[src/rtl/mac_seq_pkg.sv]
// Shared definitions for the sequential multiply-accumulate block.
package mac_seq_pkg;

   localparam int unsigned DefWidth    = 8;
   localparam int unsigned DefAccWidth = 32;
   localparam int unsigned DefLenW     = 8;

   typedef enum logic [1:0] {
      StIdle = 2'd0,
      StRun  = 2'd1,
      StDone = 2'd2
   } mac_state_e;

endpackage

[src/rtl/mac_dp.sv]
// Combinational multiply-accumulate: sum = acc + weight*inp, with carry-out.
module mac_dp
   import mac_seq_pkg::*;
#(
   parameter int unsigned WIDTH    = DefWidth,
   parameter int unsigned ACCWIDTH = DefAccWidth
) (
   input  logic [WIDTH-1:0]    weight,
   input  logic [WIDTH-1:0]    inp,
   input  logic [ACCWIDTH-1:0] acc,
   output logic [ACCWIDTH-1:0] sum,
   output logic                carry
);

   logic [2*WIDTH-1:0] prod;
   logic [ACCWIDTH:0]  prod_ext;
   logic [ACCWIDTH:0]  total;

   // Full-width product, zero-extended one bit past the accumulator to expose the carry.
   always_comb begin
      prod     = weight * inp;
      prod_ext = {{(ACCWIDTH + 1 - 2 * WIDTH){1'b0}}, prod};
      total    = {1'b0, acc} + prod_ext;
      sum      = total[ACCWIDTH-1:0];
      carry    = total[ACCWIDTH];
   end

endmodule

[src/rtl/mac_seq.sv]
// Sequential dot-product engine: loads bias, accumulates len weight*inp beats,
// then presents the result until the consumer takes it.
module mac_seq
   import mac_seq_pkg::*;
#(
   parameter int unsigned WIDTH    = DefWidth,
   parameter int unsigned ACCWIDTH = DefAccWidth,
   parameter int unsigned LENW     = DefLenW
) (
   input  logic                clk,
   input  logic                rst_n,
   input  logic                start,
   input  logic [LENW-1:0]     len,
   input  logic [ACCWIDTH-1:0] bias,
   input  logic                in_valid,
   output logic                in_ready,
   input  logic [WIDTH-1:0]    weight,
   input  logic [WIDTH-1:0]    inp,
   output logic                out_valid,
   input  logic                out_ready,
   output logic [ACCWIDTH-1:0] result,
   output logic                ovf,
   output logic                busy
);

   mac_state_e          state_q, state_d;
   logic [ACCWIDTH-1:0] acc_q, acc_d;
   logic [LENW-1:0]     cnt_q, cnt_d;
   logic                ovf_q, ovf_d;

   logic [ACCWIDTH-1:0] dp_sum;
   logic                dp_carry;

   mac_dp #(
      .WIDTH    (WIDTH),
      .ACCWIDTH (ACCWIDTH)
   ) u_mac_dp (
      .weight (weight),
      .inp    (inp),
      .acc    (acc_q),
      .sum    (dp_sum),
      .carry  (dp_carry)
   );

   // Next-state: job load in idle, beat accumulation in run, handoff in done.
   always_comb begin
      state_d = state_q;
      acc_d   = acc_q;
      cnt_d   = cnt_q;
      ovf_d   = ovf_q;
      unique case (state_q)
         StIdle: begin
            if (start) begin
               acc_d   = bias;
               cnt_d   = len;
               ovf_d   = 1'b0;
               state_d = (len == '0) ? StDone : StRun;
            end
         end
         StRun: begin
            // in_ready is 1 throughout run, so in_valid alone qualifies a beat.
            if (in_valid) begin
               acc_d = dp_sum;
               cnt_d = cnt_q - LENW'(1);
               if (dp_carry) begin
                  ovf_d = 1'b1;
               end
               if (cnt_q == LENW'(1)) begin
                  state_d = StDone;
               end
            end
         end
         StDone: begin
            if (out_ready) begin
               state_d = StIdle;
            end
         end
         default: state_d = StIdle;
      endcase
   end

   // State registers; reset aborts any job in flight.
   always_ff @(posedge clk or negedge rst_n) begin
      if (!rst_n) begin
         state_q <= StIdle;
         acc_q   <= '0;
         cnt_q   <= '0;
         ovf_q   <= 1'b0;
      end else begin
         state_q <= state_d;
         acc_q   <= acc_d;
         cnt_q   <= cnt_d;
         ovf_q   <= ovf_d;
      end
   end

   // Handshake and status outputs are pure functions of state.
   always_comb begin
      in_ready  = (state_q == StRun);
      out_valid = (state_q == StDone);
      busy      = (state_q != StIdle);
      result    = acc_q;
      ovf       = ovf_q;
   end

endmodule

[config.mk]
export PLATFORM = sky130hd
export DESIGN_NAME = mac_seq
export DESIGN_NICKNAME = d
export VERILOG_FILES = /design/src/rtl/mac_seq_pkg.sv /design/src/rtl/mac_dp.sv /design/src/rtl/mac_seq.sv
export SDC_FILE = /design/constraint.sdc
export NUM_CORES = 1
export LEC_CHECK = 0
export ABC_AREA = 1
export BUFFER_PORTS_ARGS = -buffer_cell sky130_fd_sc_hd__clkbuf_2
export CAP_MARGIN = 0
export CORE_ASPECT_RATIO = 0.9
export CORE_MARGIN = 3
export CORE_UTILIZATION = 60
export CTS_BUF_LIST = sky130_fd_sc_hd__clkbuf_2
export DETAILED_ROUTE_END_ITERATION = 7
export PLACE_DENSITY = 0.83
export RECOVER_POWER = 100
export SLEW_MARGIN = 30
export SYNTH_ARGS = -nofsm -noshare
export SYNTH_HDL_FRONTEND = slang
export SYNTH_SLANG_ARGS = --single-unit
[constraint.sdc]
create_clock -name clk -period 4.4 [get_ports clk]
set_input_delay 0.66 -clock clk [delete_from_list [all_inputs] [get_ports clk]]
set_output_delay 0.66 -clock clk [all_outputs]
set_load 0.01 [all_outputs]
==> metrics.md <==
| Metric | Value |
|---|---|
| Switching power | `3.26 mW` |
| Cell Int Power | `2.43 mW` |
| Slew Limit Fails | `80` |
| Final Skew | `18.9 ps` |
| Worst-path cell chain | `clkbuf_2 > nand2_1 > inv_1 > fa_1 > fa_1 > inv_1 > fa_1 > fa_1 > inv_1 > ha_1 > nand2_1 > nor2_1 > nand2_1 > a21oi_1 > nor2_1 > nand2_1 > nand3_1 > nand2_1 > nand2_1` |
| Sequential power share | `0.146` |
| Ys Warns | `0` |
| Aggregate global-route resource usage | `0.276` |
| Worst-skew pair later-pin latency | `440 ps` |
| Leakage | `4.11 nW` |
| Crit Path Class | `input pin to register` |
| Die Height | `100 um` |
| Final setup margin | `190 ps` |
| Outcome | `finished with violations` |
| Endpoints failing hold | `0` |
| Hold wc startpoint | `start` |
| Crit end category | `register` |
| Hpwl dp | `12000 um` |
| Final Power | `5.69 mW` |
| Worst hold path type | `input pin to register` |
| Comb pwr share | `0.809` |
| Worst Setup Start Kind | `input pin` |
| Final wirelength | `14700 um` |
| Fraction of layout cells with a size suffix above 1 | `0.110` |
| Number of synthesized flops with an enable pin | `0` |
| Vias in the first global route | `5526` |
| Starting Density | `0.631` |
| Vias/cell | `5.04` |
| GPL Wtd Cong | `0.934` |
| DR vias | `5805` |
| Crit path time final | `4210 ps` |
| Dpl ws | `-288 ps` |
| Post-Syn Area | `0.00589 sq mm` |
| DRT Pass-1 Iters | `5` |
| Seq/Total Area, Yosys | `0.183` |
| Post-Syn Nets | `1073` |
| Tcrit/Tclk final | `0.957` |
| Worst Hold Path EP | `ovf$_DFFE_PN0P_` |
| Distinct cells, synth | `30` |
| Post-route cell area | `0.00667 sq mm` |
| CTS buffer count | `5` |
| R2R cell count | `16` |
| Cell family with most CP delay | `adder cells` |
| Peak Freq | `238 MHz` |
| Slew HR | `-0.696` |
| CP Buf/Inv Count | `4` |
| Ports | `97` |
| Post-DR wirelength/cell | `12.7 um` |
| Width of the die | `110 um` |
| Least-Margin Pin Slew | `2540 ps` |
| DRT antenna net count | `0` |
| Antenna violations before repair | `0` |
| Core Region | `0.00933 sq mm` |
| Crit path max fanout | `8` |
| CTS tree | `yes` |
| Worst path most repeated cell | `nand2_1` |
| Reg-to-Reg End | `result[15]$_DFFE_PN0P_` |
| Worst hold path depth | `2` |
| RR Startpoint | `result[6]$_DFFE_PN0P_` |
| Asr flop ratio synth | `1.00` |
| Failing checks | `max-capacitance violations, max-slew violations` |
| Clk pin slew, worst setup/hold paths | `260 ps` |
| Area growth from synthesis to layout | `13.3%` |
| Post CTS Setup Buffer Count | `0` |
| Clk sinks | `43` |
| Post-Route Hold Slack | `388 ps` |
| Setup violators final | `0` |
| Die ar. | `0.0110 sq mm` |
| Placement-stage cell area | `0.00667 sq mm` |
| Global route overflow | `0` |
| #FFs+latches synth | `43` |
| Most used DFF post-synth | `dfrtp_1` |
| First-pass GRT wire length | `25300 um` |
| IO buf count | `96` |
| N_diodes | `0` |
| Avg Cell Area, Syn | `6.41 sq um` |
| Row count | `33` |
| Worst vdd ir | `732 uV` |
| 1st-iter DRT viols | `443` |
| Slowest stage cell, crit path | `fa_1` |
| Critical Path AT | `4580 ps` |
| CTS Buffer Depth | `2` |
| Root buffer cell | `clkbuf_2` |
| CP peak stage delay | `560 ps` |
| H-tree levels | `2` |
| DRC Markers | `0` |
| Largest net degree at the start of global routing | `44` |
| PwrDens | `853 mW/mm^2` |
| Switch share | `0.573` |
| CP required | `4770 ps` |
| Clock power frac | `0.045` |
| Max Cap Viol | `2` |
| Reg2Reg Setup Slack | `260 ps` |
| Mapped Cells | `919` |
| Final net count | `1183` |
-- synth_stat cells, types with 4 or more instances --
| master | instances | area, sq um |
|---|---|---|
| o211ai_1 | 4 | 30.0 |
| a21oi_1 | 14 | 70.1 |
| fa_1 | 50 | 1000 |
| inv_1 | 220 | 826 |
| o22ai_1 | 6 | 37.5 |
| a31oi_1 | 5 | 31.3 |
| xor2_1 | 12 | 105 |
| dfrtp_1 | 43 | 1080 |
| clkbuf_1 | 23 | 86.3 |
| o21ai_0 | 32 | 160 |
| nor2_1 | 91 | 342 |
| nand4_1 | 6 | 37.5 |
| ha_1 | 43 | 538 |
| nand2_1 | 288 | 1080 |
| buf_2 | 5 | 25.0 |
| nor3_1 | 7 | 35.0 |
| nand3_1 | 47 | 235 |
-- placed cells by master, fill, tap and decap left out, types with 3 or more instances in the layout --
master,n
a21oi_1,14
nor2_1,92
nand4_1,6
inv_1,220
clkbuf_2,66
dfrtp_1,43
nor3_1,7
o211ai_1,4
xor2_1,12
inv_2,3
a31oi_1,5
nand3_1,45
or2_2,3
o21ai_0,34
ha_1,43
nand2_1,288
clkbuf_1,38
o22ai_1,7
clkbuf_4,3
fa_1,50
buf_4,33
-- how the worst max path moves through the flow --
stage                          startpoint                     end  slack (ps)  depth (start not counted)
finish                          weight[5]  result[16]$_DFFE_PN0P_         190                         19
global route                    weight[5]  result[15]$_DFFE_PN0P_          -9                         19
CTS                 result[6]$_DFFE_PN0P_  result[15]$_DFFE_PN0P_         180                         16
detailed placement              weight[4]  result[15]$_DFFE_PN0P_        -290                         19
global placement                weight[5]  result[30]$_DFFE_PN0P_        -240                         20
floorplan                       weight[0]  result[23]$_DFFE_PN0P_          10                         21
-- metal layers --
layer,share of wire,track usage
met1,0.46,0.401
met2,0.45,0.444
met3,0.073,0.0440
met4,0.0095,0.0492
met5,0,0
-- kinds of logic (layout without fill, tap and decap cells) --
group | after synthesis | in the layout | share of synthesized area
adder cells (fa/ha/maj) | 93 | 93 | 0.261
AO/OA/AOI/OAI | 68 | 68 | 0.0650
flip-flops | 43 | 43 | 0.183
buffers and inverters | 255 | 366 | 0.167
AND/OR/NAND/NOR | 448 | 448 | 0.306
XOR/XNOR | 12 | 12 | 0.0178
-- power groups by stage --
stage	Combinational [mW]	Clock [mW]	Sequential [mW]
3_5_place_dp	4.61	0	0.841
3_3_place_gp	4.53	0	0.834
5_1_grt	5.32	0.270	0.864
2_1_floorplan	3.28	0	0.852
4_1_cts	4.65	0.259	0.831
6_report	4.61	0.253	0.833
-- metrics by stage --
step                      instances   util  TNS [ps]
final                          1152  0.715         0
after global routing           1152  0.715     -8.86
after CTS                      1152  0.722         0
after detailed placement       1144  0.714     -4490
after global placement         1144  0.714     -3530
after floorplan                 919      -         0
-- state kept, by name (all words and copies together) (netlist names) --
name and cells:
result 32, cnt_q 8, ovf 1, state_q 2
-- timing repair --
| item | CTS | global route |
|---|---|---|
| gates resized for setup | 0 | 2 |
| endpoints found under the setup margin | 0 | 6 |
| hold buffers | 0 | 0 |
-- area by class of cell --
| class | instances | area (sq um) |
|---|---|---|
| fill | 856 | 2660 |
| clock buffer | 5 | 25.0 |
| timing repair buffer | 135 | 718 |
| sequential | 43 | 1080 |
| multi-input combinational | 621 | 3820 |
| inverter | 223 | 837 |
| tap | 122 | 153 |
| clock inverter | 3 | 42.5 |
Power figures use the tool's default switching activity.
